$ cat src/rtl/regfile_sequencer_if.sv
// Command/response handshake bundle between the control path (master) and
// the register-file sequencer (slave).
interface regfile_sequencer_if #(
    parameter int REGISTER_SIZE = 8
);
    logic                     cmd_valid;
    logic                     cmd_ready;
    logic [1:0]               cmd_op;
    logic [3:0]               cmd_addr_a;
    logic [3:0]               cmd_addr_b;
    logic [REGISTER_SIZE-1:0] cmd_data;
    logic                     rsp_valid;
    logic                     rsp_ready;
    logic [REGISTER_SIZE-1:0] rsp_data;

    modport master (
        output cmd_valid, cmd_op, cmd_addr_a, cmd_addr_b, cmd_data, rsp_ready,
        input  cmd_ready, rsp_valid, rsp_data
    );

    modport slave (
        input  cmd_valid, cmd_op, cmd_addr_a, cmd_addr_b, cmd_data, rsp_ready,
        output cmd_ready, rsp_valid, rsp_data
    );
endinterface

$ cat src/rtl/regfile_sequencer.sv
// Sequences WRITE/READ/MOVE/CLEAR commands onto the 16x8 register unit pins.
// Define REGSEQ_MOVE_EN to support MOVE; otherwise op 10 takes a one-cycle err path.
module regfile_sequencer #(
    parameter int REGISTER_COUNT = 16,
    parameter int REGISTER_SIZE  = 8
) (
    input  logic                     clk,
    input  logic                     rst_n,
    regfile_sequencer_if.slave       bus,
    output logic                     busy,
    output logic                     err,
    output logic                     rf_load,
    output logic                     rf_store,
    output logic [3:0]               rf_load_addr,
    output logic [3:0]               rf_store_addr,
    output logic [REGISTER_SIZE-1:0] rf_data_in,
    input  logic [REGISTER_SIZE-1:0] rf_data_out
);

    typedef enum logic [1:0] {
        OP_WRITE = 2'b00,
        OP_READ  = 2'b01,
        OP_MOVE  = 2'b10,
        OP_CLEAR = 2'b11
    } op_e;

    typedef enum logic [3:0] {
        IDLE,
        WR,
        RD_REQ,
        RD_CAP,
        RESP,
`ifdef REGSEQ_MOVE_EN
        MV_REQ,
        MV_CAP,
        MV_WR,
`endif
        CLR,
        ERR
    } state_e;

    localparam logic [3:0] LAST_ADDR = 4'(REGISTER_COUNT - 1);

    state_e     state;
    logic [3:0] counter;
`ifdef REGSEQ_MOVE_EN
    logic [3:0] addr_b_q;
`endif

    // Every output is registered and updated together with the state, so each
    // transition loads the values the destination state presents.
    // NOTE: sequential state uses non-blocking assignments only; a blocking
    // write here would let later statements see the new value and race other blocks.
    always_ff @(posedge clk or negedge rst_n) begin
        if (!rst_n) begin
            state         <= IDLE;
            counter       <= 4'd0;
`ifdef REGSEQ_MOVE_EN
            addr_b_q      <= 4'd0;
`endif
            bus.cmd_ready <= 1'b1;
            bus.rsp_valid <= 1'b0;
            bus.rsp_data  <= '0;
            busy          <= 1'b0;
            err           <= 1'b0;
            rf_load       <= 1'b0;
            rf_store      <= 1'b0;
            rf_load_addr  <= 4'd0;
            rf_store_addr <= 4'd0;
            rf_data_in    <= '0;
        end else begin
            rf_load       <= 1'b0;
            rf_store      <= 1'b0;
            rf_load_addr  <= 4'd0;
            rf_store_addr <= 4'd0;
            rf_data_in    <= '0;
            err           <= 1'b0;

            case (state)
                IDLE: begin
                    if (bus.cmd_valid) begin
                        bus.cmd_ready <= 1'b0;
                        busy          <= 1'b1;
                        case (op_e'(bus.cmd_op))
                            OP_WRITE: begin
                                state        <= WR;
                                rf_load      <= 1'b1;
                                rf_load_addr <= bus.cmd_addr_a;
                                rf_data_in   <= bus.cmd_data;
                            end
                            OP_READ: begin
                                state         <= RD_REQ;
                                rf_store      <= 1'b1;
                                rf_store_addr <= bus.cmd_addr_a;
                            end
                            OP_MOVE: begin
`ifdef REGSEQ_MOVE_EN
                                state         <= MV_REQ;
                                rf_store      <= 1'b1;
                                rf_store_addr <= bus.cmd_addr_a;
                                addr_b_q      <= bus.cmd_addr_b;
`else
                                state <= ERR;
                                err   <= 1'b1;
`endif
                            end
                            default: begin
                                state        <= CLR;
                                rf_load      <= 1'b1;
                                rf_load_addr <= counter;
                            end
                        endcase
                    end
                end

                RD_REQ: state <= RD_CAP;

                RD_CAP: begin
                    state         <= RESP;
                    bus.rsp_data  <= rf_data_out;
                    bus.rsp_valid <= 1'b1;
                end

                RESP: begin
                    if (bus.rsp_ready) begin
                        state         <= IDLE;
                        bus.rsp_valid <= 1'b0;
                        bus.cmd_ready <= 1'b1;
                        busy          <= 1'b0;
                    end
                end

`ifdef REGSEQ_MOVE_EN
                MV_REQ: state <= MV_CAP;

                // The registered rf_data_in doubles as the temp holding the source value.
                MV_CAP: begin
                    state        <= MV_WR;
                    rf_load      <= 1'b1;
                    rf_load_addr <= addr_b_q;
                    rf_data_in   <= rf_data_out;
                end
`endif

                CLR: begin
                    if (counter == LAST_ADDR) begin
                        state         <= IDLE;
                        counter       <= 4'd0;
                        bus.cmd_ready <= 1'b1;
                        busy          <= 1'b0;
                    end else begin
                        counter      <= counter + 4'd1;
                        rf_load      <= 1'b1;
                        rf_load_addr <= counter + 4'd1;
                    end
                end

                // WR, MV_WR and ERR each last one cycle and return to IDLE.
                default: begin
                    state         <= IDLE;
                    bus.cmd_ready <= 1'b1;
                    busy          <= 1'b0;
                end
            endcase
        end
    end

endmodule

$ cat src/flat_wrapper.sv
// flat-port wrapper written by rule: the top's interface ports become plain ports
module regfile_sequencer_flat 
#(
    parameter int REGISTER_COUNT = 16,
    parameter int REGISTER_SIZE  = 8
)
  (clk, rst_n, busy, err, rf_load, rf_store, rf_load_addr, rf_store_addr, rf_data_in, rf_data_out, bus_cmd_valid, bus_cmd_op, bus_cmd_addr_a, bus_cmd_addr_b, bus_cmd_data, bus_rsp_ready, bus_cmd_ready, bus_rsp_valid, bus_rsp_data);
  regfile_sequencer_if #(.REGISTER_SIZE(REGISTER_SIZE)) bus_i ();
  input  logic clk;
  input  logic rst_n;
  output logic busy;
  output logic err;
  output logic rf_load;
  output logic rf_store;
  output logic [3:0] rf_load_addr;
  output logic [3:0] rf_store_addr;
  output logic [REGISTER_SIZE-1:0] rf_data_in;
  input  logic [REGISTER_SIZE-1:0] rf_data_out;
  input wire logic [$bits(bus_i.cmd_valid)-1:0] bus_cmd_valid;
  input wire logic [$bits(bus_i.cmd_op)-1:0] bus_cmd_op;
  input wire logic [$bits(bus_i.cmd_addr_a)-1:0] bus_cmd_addr_a;
  input wire logic [$bits(bus_i.cmd_addr_b)-1:0] bus_cmd_addr_b;
  input wire logic [$bits(bus_i.cmd_data)-1:0] bus_cmd_data;
  input wire logic [$bits(bus_i.rsp_ready)-1:0] bus_rsp_ready;
  output wire logic [$bits(bus_i.cmd_ready)-1:0] bus_cmd_ready;
  output wire logic [$bits(bus_i.rsp_valid)-1:0] bus_rsp_valid;
  output wire logic [$bits(bus_i.rsp_data)-1:0] bus_rsp_data;
  assign bus_i.cmd_valid = bus_cmd_valid;
  assign bus_i.cmd_op = bus_cmd_op;
  assign bus_i.cmd_addr_a = bus_cmd_addr_a;
  assign bus_i.cmd_addr_b = bus_cmd_addr_b;
  assign bus_i.cmd_data = bus_cmd_data;
  assign bus_i.rsp_ready = bus_rsp_ready;
  assign bus_cmd_ready = bus_i.cmd_ready;
  assign bus_rsp_valid = bus_i.rsp_valid;
  assign bus_rsp_data = bus_i.rsp_data;
  regfile_sequencer #(.REGISTER_COUNT(REGISTER_COUNT), .REGISTER_SIZE(REGISTER_SIZE)) u_core (.clk(clk), .rst_n(rst_n), .bus(bus_i), .busy(busy), .err(err), .rf_load(rf_load), .rf_store(rf_store), .rf_load_addr(rf_load_addr), .rf_store_addr(rf_store_addr), .rf_data_in(rf_data_in), .rf_data_out(rf_data_out));
endmodule
$ cat config.mk
export PLATFORM = sky130hd
export DESIGN_NAME = regfile_sequencer_flat
export DESIGN_NICKNAME = d
export VERILOG_FILES = /design/src/rtl/regfile_sequencer_if.sv /design/src/rtl/regfile_sequencer.sv /design/src/flat_wrapper.sv
export SDC_FILE = /design/constraint.sdc
export NUM_CORES = 1
export LEC_CHECK = 0
export BUFFER_PORTS_ARGS = -buffer_cell sky130_fd_sc_hd__buf_2
export CAP_MARGIN = 20
export CORE_UTILIZATION = 48
export DETAILED_ROUTE_END_ITERATION = 12
export GPL_ROUTABILITY_DRIVEN = 0
export PLACE_DENSITY_LB_ADDON = 0.3
export SLEW_MARGIN = 25
export SYNTH_ARGS = -nofsm -noshare
export SYNTH_HDL_FRONTEND = slang
export SYNTH_SLANG_ARGS = --single-unit
export TNS_END_PERCENT = 50
$ cat constraint.sdc
create_clock -name clk -period 2.1 [get_ports clk]
set_clock_uncertainty 0.2 [all_clocks]
set_input_delay 0.315 -clock clk [delete_from_list [all_inputs] [get_ports clk]]
set_output_delay 0.315 -clock clk [all_outputs]
set_load 0.02 [all_outputs]
# Word-level counts from Yosys, hierarchy flattened
# Index checks and enable logic that the tools add are counted.
classes:
  addsub: 1
  eq_ne: 10
  n_mux: 34
  bitwise_logic: 1
  reduce_logical: 8
ops:
  columns: ["operator", "n"]
  rows:
  - ["$mux W4", 8]
  - ["$mux W8", 3]
  - ["$pmux W4 S5", 1]
  - ["$pmux W4 S2", 2]
  - ["$mux W1", 15]
  - ["$pmux W3 S3", 1]
  - ["$eq A4 B2 Y1 const B", 2]
  - ["$eq A4 B3 Y1 const B", 2]
  - ["$pmux W1 S4", 2]
  - ["$add A4 B1 Y4 const B", 1]
  - ["$eq A4 B4 Y1 const B", 1]
  - ["$logic_not A4 Y1", 1]
  - ["$ne A2 B2 Y1 const B", 2]
  - ["$pmux W1 S2", 2]
  - ["$reduce_and A4 Y1", 1]
  - ["$reduce_or A2 Y1", 2]
  - ["$reduce_and A3 Y1", 1]
  - ["$eq A2 B1 Y1 const B", 1]
  - ["$eq A2 B2 Y1 const B", 1]
  - ["$logic_not A2 Y1", 1]
  - ["$ne A2 B1 Y1 const B", 1]
  - ["$reduce_and A2 Y1", 1]
  - ["$reduce_bool A2 Y1", 1]
  - ["$not A1 Y1", 1]
word_totals:
  reg_bits: 38
  input_bits: 30

# Longest topological paths before layout
logic_depth:
  word_depth: 5
  ltp_mapped: 6

# Least setup slack after synthesis
# OpenSTA, ideal clock, no wires.
synth_timing:
  kind: "register to register"
  startpoint: "register u_core.state[2]"
  endpoint: "register u_core.rf_load_addr[3]"
  setup_time_ps: 126
  arrival_time_ps: 1200
  t_required_ps: 1774
  setup_slack_ps: 574
  stages_incl_launch_ff: 5
  path_buffers: 1
  synth_period_minus_slack_ps: 1526
  path_cell_list: "dfrtp_1 > and3b_1 > clkbuf_2 > and4b_1 > a311o_1"
synth_between:
  elab_chain_len: 2
  word_cells_on_any_way: 3
  classes_between: "eq/ne: 1; mux: 1; reduce/logical: 1"
synth_rtl:
  columns: ["item", "line", "source"]
  rows:
  - ["start: declaration", "regfile_sequencer.sv:44", "state_e state;"]
  - ["start signal: assignment", "regfile_sequencer.sv:56", "state <= IDLE;"]
  - ["start signal: assignment", "regfile_sequencer.sv:86", "state <= WR;"]
  - ["start signal: assignment", "regfile_sequencer.sv:92", "state <= RD_REQ;"]
  - ["$eq A4 B3 Y1 or $logic_not A4 Y1 (tied branches)", "regfile_sequencer.sv:79", "case (state)"]
  - ["$pmux W4 S2 *", "regfile_sequencer.sv:79", null]
  - ["end signal: assignment", "regfile_sequencer.sv:88", "rf_load_addr <= bus.cmd_addr_a;"]
  - ["end signal: assignment", "regfile_sequencer.sv:110", "rf_load_addr <= counter;"]
  - ["end signal: assignment", "regfile_sequencer.sv:154", "rf_load_addr <= counter + 4'd1;"]
  - ["end: declaration", "regfile_sequencer.sv:14", "output logic [3:0] rf_load_addr,"]
# Every way passes the cells marked *; elsewhere a longest branch is shown, timed or not.
# A chain may end at the register's enable or synchronous reset.

# Worst setup path after layout
layout_timing:
  startpoint: "register u_core.state[2]"
  endpoint: "register u_core.bus.rsp_data[5]"
layout_between:
  elab_chain_len: 1
layout_rtl:
  columns: ["item", "line", "source"]
  rows:
  - ["$eq A4 B2 Y1", "regfile_sequencer.sv:79", null]
  - ["end signal: assignment", "regfile_sequencer.sv:120", "bus.rsp_data <= rf_data_out;"]
  - ["end: declaration", "regfile_sequencer_if.sv:23", "output cmd_ready, rsp_valid, rsp_data"]
# No other way between the ends.

==> summary.txt <==
status: finished clean
hold_ws: 0.00813 ns
row count: 20
#FFs+latches synth: 37
WL/cell: 13.9 um
period utilization: 0.864
CP max stage cell: dfrtp_1
Mapped Avg Cell Area: 12.3 um2
Static Leakage: 1.16 nW
design area: 2130 um2
CTS Buf Count: 5
post-CTS sizing: 0
starting density of the core: 0.517
Final Max Slew Viols: 0
total chip power: 2.48 mW
Synth cell types: 44
max cap viols: 0
r2r worst-path depth: 3
Mapped Area: 1620 um2
post-DP HPWL: 2290 um
Final Hold Vio Count: 0
vias in the first global route: 1213
Clock Path Buffers: 2
Cells after DPL: 225
final setup TNS: 0 ns
first-pass iteration count of the detailed router: 4
Total GRT Usage: 0.208
Max stage delay on crit path: 0.65 ns
headroom to the max-slew limit: 0.480
Clock Sinks: 37
Clk Latency, worst-skew pair: 0.34 ns
PortBufs: 55
Synth Warn #: 0
Post CTS Setup Buffer Count: 0
Post-synth EDFFs: 0
critical path type: flip-flop to flip-flop
CTS clk-pin slew, worst paths: 0.11 ns
# IOs: 60
die height: 60.1 um
1st-iter DRT viols: 50
register area: 927 um2
DR vias/cell: 5.21
power per cell area: 1170 nW/um2
Multi-input gate area: 632 um2
Final ANT Viol Nets: 0
Async SR Flop Fraction: 1.00
Seq/Total Area, Yosys: 0.573
fin cells: 246
Nets: 236
Post-Syn Instances: 131
Worst Hold Depth: 2
initial antenna violation count: 0
core area: 3130 um2
syn nets: 166
grt ovf: 0
fillers: 250
DRT Wirelength: 3430 um
crit path launch type: flip-flop
CTS Root Cell: clkbuf_4
Worst-Margin Slew: 0.779 ns
setup violators final: 0
RSZ-0062 raised after global routing: no
crit end category: flip-flop
CTS tree: yes
Die ar.: 3610 um2
antenna cells: 0
Hold Buf Count CTS: 9
Hold Crit Class: input pin to flip-flop
Residual DRC: 0
fin crit period: 1.81 ns
CP required: 2.13 ns
Layout area overhead: 31.5%
largest net degree at the start of global routing: 38
worst-path maximum fanout: 15
layout cells sized above 1: 0.381
H-tree depth reported by CTS: 2
Top FF cell, synth: dfrtp_1
global-route wire length before repair: 5320 um
via count: 1282
crit path cell chain: and2b_2 > nand2_2 > mux2_2
Cell Area, Placed: 1910 um2
critical path arrival: 1.85 ns
FMAX: 551 MHz
maximum vdd drop: 705 uV
die width: 60.1 um
[worst max-delay path, delay by kind of cell, from the launching register on]
family / cells / cell delay, ns
multiplexers: 1 / 0.37
AND/OR/NAND/NOR: 2 / 0.48
flip-flops: 1 / 0.65
[report_power, final]
| part | internal [mW] | switching, mW |
|---|---|---|
| logic | 0.385 | 0.475 |
| clock network | 0.284 | 0.230 |
| registers | 0.912 | 0.192 |
| total | 1.58 | 0.897 |
[registers in the layout, indices dropped and copies added (netlist names), 3 cells and up]
register,count
u_core.bus.rsp_data,8
u_core.rf_store_addr,4
u_core.rf_data_in,8
u_core.counter,4
u_core.state,3
u_core.rf_load_addr,4
[layer usage]
| metal | vias to the layer above | global-route usage | routed length, um |
|---|---|---|---|
| met5 | - | 0 | 0 |
| met2 | 51 | 0.344 | 1760 |
| met1 | 610 | 0.243 | 1420 |
| met3 | 7 | 0.0736 | 202 |
| met4 | 0 | 0.0930 | 48 |
| li1 | 614 | - | - |
[final cells by class]
type,instances,share of cell area
inverters,4,0.00706
repair buffers,69,0.194
flip-flops and latches,37,0.436
multi-input cells,84,0.297
clock buffers,7,0.0259
clock inverters,1,0.0141
well taps,44,0.0259
[stage by stage]
| stage | setup WS [ns] | utilization |
|---|---|---|
| after floorplan | 0.574 | - |
| after global placement | 0.356 | 0.611 |
| after detailed placement | 0.311 | 0.611 |
| after CTS | 0.295 | 0.667 |
| after global routing | 0.219 | 0.680 |
| final | 0.286 | 0.680 |
[worst paths after layout]
check	from	to	slack, ns
worst min-delay path	bus_cmd_data[1]	u_core.rf_data_in[1]	0.008
worst min register to register	u_core.bus.rsp_data[7]	u_core.bus.rsp_data[7]	0.31
min in group asynchronous	rst_n	u_core.rf_load_addr[1]	0.37
worst max register to register	u_core.state[2]	u_core.bus.rsp_data[5]	0.29
max in group asynchronous	rst_n	u_core.bus.rsp_data[0]	0.83
worst max-delay path	u_core.state[2]	u_core.bus.rsp_data[5]	0.29
[logic make-up after synthesis]
logic type      after synthesis  synth area share
flops                        37             0.573
mux                           8            0.0557
buf+inv                      10            0.0363
simple gates                 45             0.187
xor+xnor                      1           0.00541
compound gates               25             0.104
fa+ha+maj                     5            0.0387
[cells in the final DEF, fill, tap and decap left out, types with 2 or more instances in the layout]
master and n:
a21oi_1 4, and2_1 3, and3_1 12, and3b_1 4, buf_2 55, clkbuf_4 5
dfrtp_1 36, dlygate4sd3_1 13, ha_1 5, inv_1 4, mux2_2 8, nand2_1 8
nand3b_1 2, nor2_1 3, o211ai_1 2, o21ai_0 6, o22ai_1 3
[cell usage after synthesis, types with 2 or more instances]
cell | number | area, um2
a21oi_1 | 4 | 20.0
and2_1 | 3 | 18.8
and3_1 | 12 | 75.1
and3b_1 | 4 | 35.0
buf_6 | 2 | 22.5
dfrtp_1 | 36 | 901
ha_1 | 5 | 62.6
inv_1 | 4 | 15.0
mux2_2 | 8 | 90.1
nand2_1 | 8 | 30.0
nand3b_1 | 2 | 15.0
nor2_1 | 3 | 11.3
o211ai_1 | 2 | 15.0
o21ai_0 | 6 | 30.0
o22ai_1 | 3 | 18.8
No activity file was read; power rests on OpenSTA's default activity.
